--- src/rtl/sync_fifo_mc.sv ---
// Multi-channel single-clock FIFO: NUM_CH queues share one storage array, with an
// advisory full threshold and hard-capacity drop/overflow protection.
module sync_fifo_mc #(
  parameter int DATA_WIDTH = 8,
  parameter int ADDR_WIDTH = 4,
  parameter int RESERVE    = 8,
  parameter int NUM_CH     = 4,
  parameter int CHW        = (NUM_CH > 1) ? $clog2(NUM_CH) : 1
) (
  input  logic                               clk,
  input  logic                               rst_n,
  input  logic                               wr_en,
  input  logic [CHW-1:0]                     wr_ch,
  input  logic [DATA_WIDTH-1:0]              wr_data,
  output logic                               wr_drop,
  output logic [NUM_CH-1:0]                  full,
  output logic [NUM_CH-1:0]                  ovf,
  input  logic [NUM_CH-1:0]                  ovf_clr,
  input  logic                               rd_en,
  input  logic [CHW-1:0]                     rd_ch,
  output logic [DATA_WIDTH-1:0]              rd_data,
  output logic                               rd_valid,
  output logic [NUM_CH-1:0]                  empty,
  output logic [NUM_CH-1:0]                  has_data,
  output logic [NUM_CH*(ADDR_WIDTH+1)-1:0]   level
);

  localparam int DEPTH = 1 << ADDR_WIDTH;
  localparam int LW    = ADDR_WIDTH + 1;
  localparam int AW    = CHW + ADDR_WIDTH;
  localparam logic [LW-1:0] DEPTH_L   = LW'(DEPTH);
  localparam logic [LW-1:0] FULL_TH_L = LW'(DEPTH - RESERVE);
  localparam logic [LW-1:0] LVL_ONE_L = LW'(1);
  localparam logic [ADDR_WIDTH-1:0] PTR_ONE_L = ADDR_WIDTH'(1);

  logic [DATA_WIDTH-1:0] mem_r [NUM_CH*DEPTH];
  logic [ADDR_WIDTH-1:0] wr_ptr_r [NUM_CH];
  logic [ADDR_WIDTH-1:0] rd_ptr_r [NUM_CH];
  logic [LW-1:0]         level_r  [NUM_CH];
  logic [NUM_CH-1:0]     wr_hit_s;
  logic [NUM_CH-1:0]     rd_hit_s;
  logic [NUM_CH-1:0]     ovf_set_s;
  logic [ADDR_WIDTH-1:0] wr_ptr_sel_s;
  logic [ADDR_WIDTH-1:0] rd_ptr_sel_s;
  logic                  wr_ok_s;
  logic                  rd_ok_s;
  logic [AW-1:0]         wr_addr_s;
  logic [AW-1:0]         rd_addr_s;

  // Per-channel accept decode; a full channel still takes a write when it is popped this cycle.
  always_comb begin
    wr_hit_s     = '0;
    rd_hit_s     = '0;
    ovf_set_s    = '0;
    wr_ptr_sel_s = '0;
    rd_ptr_sel_s = '0;
    for (int c = 0; c < NUM_CH; c++) begin
      rd_hit_s[c]  = rd_en && (rd_ch == CHW'(c)) && (level_r[c] != '0);
      wr_hit_s[c]  = wr_en && (wr_ch == CHW'(c)) && ((level_r[c] != DEPTH_L) || rd_hit_s[c]);
      ovf_set_s[c] = wr_en && (wr_ch == CHW'(c)) && !wr_hit_s[c];
      if (wr_hit_s[c]) begin
        wr_ptr_sel_s = wr_ptr_r[c];
      end else begin
        wr_ptr_sel_s = wr_ptr_sel_s;
      end
      if (rd_hit_s[c]) begin
        rd_ptr_sel_s = rd_ptr_r[c];
      end else begin
        rd_ptr_sel_s = rd_ptr_sel_s;
      end
    end
    wr_ok_s   = |wr_hit_s;
    rd_ok_s   = |rd_hit_s;
    wr_addr_s = {wr_ch, wr_ptr_sel_s};
    rd_addr_s = {rd_ch, rd_ptr_sel_s};
  end

  // Status decode of the registered occupancy counters.
  always_comb begin
    level    = '0;
    full     = '0;
    empty    = '0;
    has_data = '0;
    for (int c = 0; c < NUM_CH; c++) begin
      level[c*LW +: LW] = level_r[c];
      full[c]           = (level_r[c] >= FULL_TH_L);
      empty[c]          = (level_r[c] == '0);
      has_data[c]       = (level_r[c] != '0);
    end
  end

  // Storage write port; contents survive reset since pointers define validity.
  always_ff @(posedge clk) begin
    if (wr_ok_s) begin
      mem_r[wr_addr_s] <= wr_data;
    end
  end

  // Pointer and level bookkeeping per channel.
  always_ff @(posedge clk or negedge rst_n) begin
    if (!rst_n) begin
      for (int c = 0; c < NUM_CH; c++) begin
        wr_ptr_r[c] <= '0;
        rd_ptr_r[c] <= '0;
        level_r[c]  <= '0;
      end
    end else begin
      for (int c = 0; c < NUM_CH; c++) begin
        if (wr_hit_s[c]) wr_ptr_r[c] <= wr_ptr_r[c] + PTR_ONE_L;
        if (rd_hit_s[c]) rd_ptr_r[c] <= rd_ptr_r[c] + PTR_ONE_L;
        case ({wr_hit_s[c], rd_hit_s[c]})
          2'b10:   level_r[c] <= level_r[c] + LVL_ONE_L;
          2'b01:   level_r[c] <= level_r[c] - LVL_ONE_L;
          default: level_r[c] <= level_r[c];
        endcase
      end
    end
  end

  // Registered read data, drop pulse and sticky overflow (set wins over clear).
  always_ff @(posedge clk or negedge rst_n) begin
    if (!rst_n) begin
      rd_data  <= '0;
      rd_valid <= 1'b0;
      wr_drop  <= 1'b0;
      ovf      <= '0;
    end else begin
      rd_valid <= rd_ok_s;
      wr_drop  <= wr_en && !wr_ok_s;
      ovf      <= (ovf & ~ovf_clr) | ovf_set_s;
      if (rd_ok_s) begin
        rd_data <= mem_r[rd_addr_s];
      end else begin
        rd_data <= rd_data;
      end
    end
  end

endmodule

--- config.mk ---
export PLATFORM = sky130hd
export DESIGN_NAME = sync_fifo_mc
export DESIGN_NICKNAME = d
export VERILOG_FILES = /design/src/rtl/sync_fifo_mc.sv
export SDC_FILE = /design/constraint.sdc
export NUM_CORES = 1
export LEC_CHECK = 0
export CAP_MARGIN = 10
export CORE_MARGIN = 2
export CORE_UTILIZATION = 30
export DETAILED_ROUTE_END_ITERATION = 10
export GPL_ROUTABILITY_DRIVEN = 0
export GPL_TIMING_DRIVEN = 0
export SYNTH_ARGS = -nofsm -noshare
export SYNTH_HDL_FRONTEND = slang
export SYNTH_SLANG_ARGS = --single-unit
--- constraint.sdc ---
create_clock -name clk -period 7.85 [get_ports clk]
set_input_delay 1.1775 -clock clk [delete_from_list [all_inputs] [get_ports clk]]
set_output_delay 1.1775 -clock clk [all_outputs]
set_load 0.02 [all_outputs]
Word-level counts from Yosys, hierarchy flattened
Memories as Yosys holds them, arrays and structs flattened. A register that Yosys moved wholly into a read port is not among the register bits.
Cells that the tools add are included.
{"block": "classes", "add_sub_neg": 16, "mul": 0, "div_mod_pow": 0, "magnitude_cmp": 4, "n_eq_ne": 18, "shifts": 0, "muxes": 14, "bitwise_logic": 3, "reduce_logical": 47}
{"cell": "$pmux 5 s2", "count": 4}
{"cell": "$add 4x1->4 const B", "count": 8}
{"cell": "$mux 4", "count": 8}
{"cell": "$logic_and 1x1->1", "count": 21}
{"cell": "$add 5x1->5 const B", "count": 4}
{"cell": "$ge 5x4->1 const B", "count": 4}
{"cell": "$logic_not 5->1", "count": 4}
{"cell": "$ne 5x5->1 const B", "count": 4}
{"cell": "$reduce_bool 5->1", "count": 4}
{"cell": "$sub 5x1->5 const B", "count": 4}
{"cell": "$eq 2x2->1 const B", "count": 8}
{"cell": "$eq 2x1->1 const B", "count": 6}
{"cell": "$reduce_bool 2->1", "count": 4}
{"cell": "$reduce_or 4->1", "count": 2}
{"cell": "$logic_not 1->1", "count": 6}
{"cell": "$and 4x4->4", "count": 1}
{"cell": "$logic_not 2->1", "count": 2}
{"cell": "$logic_or 1x1->1", "count": 4}
{"cell": "$not 4->4", "count": 1}
{"cell": "$or 4x4->4", "count": 1}
{"cell": "$mux 1", "count": 2}
{"block": "totals", "reg_bits": 58, "latch_bits": 0, "ram_bits": 512, "mem_bits_ro": 0, "inputBits": 20, "out_inout_bits": 46, "elab_cells": 118, "mem_count": 1}
{"name": "mem_r", "depth": 64, "word_bits": 8, "read_ports": 1, "rd_ports_with_merged_regs": 1, "write_ports": 1, "line_no": "36", "rtl": "logic [DATA_WIDTH-1:0] mem_r [NUM_CH*DEPTH];"}

Longest topological paths before layout
Gate-level depths: netlist (run 1).
{"block": "depth", "word_depth": 9, "mapped_depth": 15, "depth_no_buf": 14}

Least setup slack after synthesis (run 1)
OpenSTA, ideal clock, no wires.
{"block": "synth_path", "kind": "input to register", "startpoint": "input port rd_ch[1]", "endpoint": "register rd_data[5] (read register of mem_r)", "setup_time_ns": 0.126, "arrival_ns": 3.785, "t_required_ns": 7.724, "setup_slack_ns": 3.939, "cell_stages": 10, "path_buffers": 2, "cell_sequence": "buf_2 > nand3b_1 > a211o_1 > a311o_1 > nand2_1 > clkbuf_1 > mux4_2 > a22oi_1 > nand3_1 > o32a_1"}
{"block": "synth_between", "elab_chain_cells": 7, "word_cells_on_any_way": 17, "classes_between": "eq/ne: 3; mux: 4; reduce/logical: 10"}
{"item": "start: declaration", "line_no": "20", "rtl": "input logic [CHW-1:0] rd_ch,"}
{"item": "$logic_not 2->1", "line_no": "58", "rtl": "rd_hit_s[c] = rd_en && (rd_ch == CHW'(c)) && (level_r[c] != '0);"}
{"item": "$logic_and 1x1->1 (2 in series)", "line_no": "58"}
{"item": "$mux 4 (4 in series)", "line_no": "66", "rtl": "if (rd_hit_s[c]) begin"}
{"item": "end: declaration", "line_no": "21", "rtl": "output logic [DATA_WIDTH-1:0] rd_data,"}
Parallel ways exist; a longest one is shown, timed or not.
A chain may end at the register's enable or synchronous reset.

Worst setup path after layout (run 1)
{"block": "layout_path", "startpoint": "input port rd_en", "endpoint": "register rd_data[4] (read register of mem_r)"}
{"block": "layout_between", "elab_chain_cells": 6, "word_cells_on_any_way": 13, "classes_between": "mux: 4; reduce/logical: 9"}
{"item": "start: declaration", "line_no": "19", "rtl": "input logic rd_en,"}
{"item": "$logic_and 1x1->1 (2 in series)", "line_no": "58"}
{"item": "$mux 4 (4 in series)", "line_no": "66"}
Parallel ways exist; a longest one is shown, timed or not.

==> results of run 1 <==
logic make-up (layout without fill, tap and decap cells):
group / Yosys count / in the layout / share of synthesized area
AOI/OAI and AO/OA: 305 / 305 / 0.09289
buffers and inverters: 125 / 302 / 0.02473
and+or+nand+nor: 487 / 487 / 0.09639
adders and majority gates: 25 / 25 / 0.01392
DFF: 578 / 578 / 0.6911
muxes: 116 / 116 / 0.06927
xor gates and xnor gates: 33 / 33 / 0.01173
critical path: stages:
cell and delay (ps):
clkdlybuf4s50_1 570, nand3b_1 350, a211oi_1 540, nor4_2 140, nor3_1 890, buf_2 500, buf_2 330, a31oi_1 170
a31oi_1 580, and4_1 300, a31oi_1 80
power by group:
group	switching [mW]	leakage [nW]	internal, mW
Combinational	1.30	3.54	0.798
Sequential	0.232	5.42	3.54
Clock	1.21	0.959	1.72
sequential cells by signal, indices dropped and copies added (netlist names):
name      flops
ovf           4
level        20
mem_r       512
wr_ptr_r     16
rd_data       8
wr_drop       1
rd_valid      1
rd_ptr_r     16
final timing paths:
path                       depth (start not counted)  slack (ps)      endpoint         start
setup / recovery                                  11        2710    rd_data[4]         rd_en
hold / removal                                     1         480  wr_ptr_r[14]  wr_ptr_r[14]
setup reg to reg                                  11        3200    rd_data[4]     level[10]
hold reg to reg                                    1         480  wr_ptr_r[14]  wr_ptr_r[14]
max in group asynchronous                          1        6570   rd_ptr_r[2]         rst_n
min in group asynchronous                          1         670      level[1]         rst_n
per-layer routing:
layer / GRT usage / up-vias / part of all wire
met5: 0 / - / 0
met4: 0.05106 / 0 / 0.030
met3: 0.02891 / 124 / 0.096
met2: 0.2511 / 864 / 0.44
met1: 0.2460 / 8117 / 0.43
li1: - / 6785 / -
layout make-up:
class | count | area [sq um] | share of cell area
inverter | 29 | 108.9 | 0.003787
tap | 1070 | 1339 | 0.04658
sequential | 578 | 17030 | 0.5924
buffer | 96 | 500.5 | 0.01741
clock buffer | 75 | 1545 | 0.05376
clock inverter | 31 | 466.7 | 0.01624
timing repair buffer | 71 | 748.2 | 0.02603
multi-input combinational | 966 | 7008 | 0.2438
cells in the mapped netlist, drive strengths merged (21+ instances only):
master  number
ha          21
buf         50
nand4       28
nand3       85
a221oi      29
nor2b       26
mux2i       67
dfrtp       66
edfxtp     512
clkbuf      46
nor2        92
a31oi       28
a21oi       22
o21ai       43
inv         29
mux4        43
a22oi       25
a211oi      49
nand2      178
==> impl_metrics.env, run 1 <==
export IMPL_antennaDiodeCount=0
export IMPL_num_rows=105
export IMPL_nNetsFinal=1844
export IMPL_cts_tree="yes"
export IMPL_finalHoldViolations=0
export IMPL_synth_area_sq_mm=0.02464
export IMPL_seq_area_frac_synth=0.6911
export IMPL_cts_root_buf="clkbuf_16"
export IMPL_whs_ps=479.2
export IMPL_drv_slew=0
export IMPL_drtAntennaViolNets=0
export IMPL_cts_setup_buffers=0
export IMPL_drive_gt1_frac=0.1219
export IMPL_max_slew_margin_rel=0.1428
export IMPL_design_area_sq_mm=0.02874
export IMPL_final_cell_mix="512 x edfxtp_1, 178 x nand2_1, 91 x nor2_1"
export IMPL_wl_mm=72.12
export IMPL_routedWlPerCell_um=24.73
export IMPL_max_freq_mhz=194.5
export IMPL_dp_hpwl_mm=50.10
export IMPL_drt_iter0_drc=2138
export IMPL_cp_required_ps=8350
export IMPL_period_minus_slack_ps=5141
export IMPL_place_area_sq_mm=0.02673
export IMPL_grt_overflow_total=0
export IMPL_dp_slack_ps=2143
export IMPL_grt_pass1_vias=15180
export IMPL_finalSetupViolations=0
export IMPL_ys_types=72
export IMPL_layout_commonest_cell="edfxtp_1"
export IMPL_ys_async_sr_fraction=0.1142
export IMPL_final_util=0.3517
export IMPL_start_util=0.3015
export IMPL_die_area_sq_mm=0.08443
export IMPL_hold_path_class="register to register"
export IMPL_viasPerCell=5.449
export IMPL_yosysWarnings=0
export IMPL_synth_largest_area_cell="edfxtp_1"
export IMPL_die_y_um=290.6
export IMPL_track_usage=0.1671
export IMPL_cts_sinks=578
export IMPL_drc=0
export IMPL_maxCapViolCount=0
export IMPL_io_buffers=63
export IMPL_yosysTopAreaCellShare=0.6240
export IMPL_worst_slack_ps=2709
export IMPL_h_tree_depth=2
export IMPL_netlist_instances=1669
export IMPL_power_total_mw=8.806
export IMPL_finalCritPeriodShare=0.6549
export IMPL_synth_edf_count=512
export IMPL_peakVddDrop_v=0.0002228
export IMPL_clk_pin_slew_worst_paths_ps=60
export IMPL_ctsHoldBuffers=0
export IMPL_vias=15890
export IMPL_worst_pin_slew_ps=1281
export IMPL_synth_fp_nets=1714
export IMPL_grt_pass1_wl_mm=105.0
export IMPL_die_w_um=290.6
export IMPL_area_growth_pct=16.66
export IMPL_ys_seq_elements=578
export IMPL_finalClockSkew_ps=30.50
export IMPL_clockBufferDepth=3
export IMPL_syn_avg_cell_area_sq_um=14.76
export IMPL_clock_latency_ps=640
export IMPL_crit_type="input pin to register"
export IMPL_grt_max_degree=67
export IMPL_critPathMaxFanout=10
export IMPL_p_leak_nw=9.911
export IMPL_design_core_area_sq_mm=0.08172
export IMPL_antenna_found_initial=0
export IMPL_n_fill_cell=7839
export IMPL_synth_flop_cell="edfxtp_1"
export IMPL_first_pass_iters=6
export IMPL_end_kind="register"
export IMPL_status="completed"
export IMPL_cts_resized=0
export IMPL_crit_arrival_ps=5640
export IMPL_place_inst=2810
export IMPL_stdcell_count=2916
export IMPL_rsz0062_at_grt="false"
export IMPL_setup_tns_ps=0
export IMPL_startpoint_type="input pin"
export IMPL_power_density_mw_per_mm2=306.4
export IMPL_cts_buffers=57
export IMPL_top_level_ports=66
export IMPL_synth_area_leaders="edfxtp_1 62%, dfrtp_1 6.7%, mux4_2 3.9%, mux2i_1 2.7%, nand2_1 2.7%"
Power figures use the tool's default switching activity.
==> inputs of run 2 (changes only) <==
clock period = 4.8 ns   (was 7.85 ns; I/O delays follow)
==> impl_metrics.env, run 2 (same netlist as run 1, synthesis figures left out) <==
export IMPL_status="completed"
export IMPL_first_pass_iters=6
export IMPL_path_cells="clkdlybuf4s50_1 -> nand3b_1 -> a211oi_1 -> nor4_2 -> nor3_1 -> buf_2 -> buf_2 -> a31oi_1 -> a31oi_1 -> and4_1 -> a31oi_1"
export IMPL_rsz0062_at_grt="false"
export IMPL_crit_start="rd_en"
export IMPL_path_delay_family="simple AND/OR/NAND/NOR gates"
export IMPL_dp_hpwl_mm=50.10
export IMPL_cts_setup_buffers=0
export IMPL_top_register="mem_r"
export IMPL_maxCapViolCount=0
export IMPL_startpoint_type="input pin"
export IMPL_area_growth_pct=16.67
export IMPL_hold_path_class="input pin to asynchronous set/reset pin"
export IMPL_design_core_area_sq_mm=0.08172
export IMPL_largest_register_ff_count=512
export IMPL_p_leak_nw=9.911
export IMPL_design_area_sq_mm=0.02875
export IMPL_drc=0
export IMPL_cpMaxStageDelayCell="nor3_1"
export IMPL_cts_tree="yes"
export IMPL_r2r_setup_slack_ps=160
export IMPL_finalClockSkew_ps=34.26
export IMPL_vias=15890
export IMPL_worst_pin_slew_ps=1107
export IMPL_top_level_ports=66
export IMPL_crit_arrival_ps=5170
export IMPL_power_density_mw_per_mm2=500.9
export IMPL_die_w_um=290.6
export IMPL_critPathMaxFanout=10
export IMPL_grt_pass1_wl_mm=105.0
export IMPL_clk_pin_slew_worst_paths_ps=60
export IMPL_r2r_start="level[10]"
export IMPL_die_y_um=290.6
export IMPL_peakVddDrop_v=0.0003647
export IMPL_h_tree_depth=2
export IMPL_grt_max_degree=67
export IMPL_slowest_delay_ps=890
export IMPL_cp_required_ps=5300
export IMPL_track_usage=0.1671
export IMPL_finalSetupViolations=0
export IMPL_max_slew_margin_rel=0.2578
export IMPL_drt_iter0_drc=2137
export IMPL_num_rows=105
export IMPL_cts_sinks=578
export IMPL_place_area_sq_mm=0.02673
export IMPL_clockBufferDepth=3
export IMPL_antennaDiodeCount=0
export IMPL_grt_overflow_total=0
export IMPL_period_minus_slack_ps=4667
export IMPL_max_freq_mhz=214.3
export IMPL_viasPerCell=5.449
export IMPL_drtAntennaViolNets=0
export IMPL_final_cell_mix="512 x edfxtp_1, 178 x nand2_1, 90 x nor2_1"
export IMPL_nNetsFinal=1844
export IMPL_die_area_sq_mm=0.08443
export IMPL_cts_buffers=57
export IMPL_finalHoldViolations=0
export IMPL_cts_root_buf="clkbuf_16"
export IMPL_end_kind="register"
export IMPL_antenna_found_initial=0
export IMPL_crit_type="input pin to register"
export IMPL_cp_common_cell="a31oi_1"
export IMPL_drv_slew=0
export IMPL_final_util=0.3518
export IMPL_clock_latency_ps=650
export IMPL_routedWlPerCell_um=24.75
export IMPL_layout_commonest_cell="edfxtp_1"
export IMPL_io_buffers=63
export IMPL_grt_pass1_vias=15180
export IMPL_drive_gt1_frac=0.1224
export IMPL_wl_mm=72.17
export IMPL_start_util=0.3015
export IMPL_critPathBufInv=3
export IMPL_finalCritPeriodShare=0.9723
export IMPL_n_fill_cell=7838
-- run 2: cell counts in the layout (fill, tap and decap cells not counted) --
No cell type changed its count.
-- run 2: power breakdown --
part           internal, mW  switching (mW)  leakage [nW]  total, mW
combinational          1.31            2.13          3.54       3.44
sequential             5.78           0.380          5.42       6.16
clock                  2.82            1.98         0.959       4.80
total                  9.91            4.49          9.91       14.4
-- run 2: repair_timing --
| item | in CTS | in global routing |
|---|---|---|
| resized for setup | 0 | 1 |
| hold buffers | 0 | 0 |
| hold endpoints to repair | 0 | 0 |
| endpoints found under the setup margin | 0 | 7 |
-- run 2: metrics by stage --
| step | total power [mW] | cells | setup slack, ps | hold slack [ps] | setup TNS, ps |
|---|---|---|---|---|---|
| after global routing | 14.91 | 2916 | 79.99 | 305.6 | 0 |
| final | 14.40 | 2916 | 132.9 | 208.5 | 0 |
| after floorplan | 8.210 | 1669 | 1347 | 424.4 | 0 |
| after CTS | 14.41 | 2916 | 201.1 | 247.1 | 0 |
| after global placement | 9.577 | 2802 | -418.4 | 465.1 | -7750 |
| after detailed placement | 9.651 | 2810 | -449.6 | 474.0 | -12010 |
-- run 2: layout make-up --
cell class / instances / area, sq um / share of cell area
multi-input cells: 966 / 7010 / 0.2439
repair buffers: 71 / 748.2 / 0.02603
flip-flops and latches: 578 / 17030 / 0.5923
plain buffers: 96 / 500.5 / 0.01741
inverters: 29 / 108.9 / 0.003787
well taps: 1070 / 1339 / 0.04657
clock buffers: 75 / 1545 / 0.05376
clock inverters: 31 / 466.7 / 0.01624
-- run 2: final timing paths --
path | to | depth (start not counted)
max in group asynchronous | rd_ptr_r[2] | 1
worst min-delay path | level[1] | 1
worst max register to register | rd_data[4] | 11
worst max-delay path | rd_data[4] | 11
worst min register to register | wr_ptr_r[14] | 1
min in group clk | wr_ptr_r[14] | 1
-- run 2: layer usage --
metal  GRT usage  wire [um]  vias to the layer above
met5           0          0                        -
met1      0.2460      30890                     8086
met3     0.02891       7209                      134
li1            -          -                     6788
met2      0.2511      31840                      882
met4     0.05106       2223                        0
==> inputs of run 3 (changes only) <==
clock period = 5.2 ns   (was 4.8 ns; I/O delays follow)
==> results of run 3 <==
Same layout as run 1 (identical final DEF). Status: completed.
Among the figures that moved: setup slack after placement 2143 ps -> -109.6 ps; setup slack after layout 2709 ps -> 456.8 ps; hold slack 479.2 ps -> 268.2 ps; register-to-register setup slack 3200 ps -> 550 ps; total power 8.806 mW -> 13.29 mW; worst IR drop on VDD 0.0002228 V -> 0.0003363 V
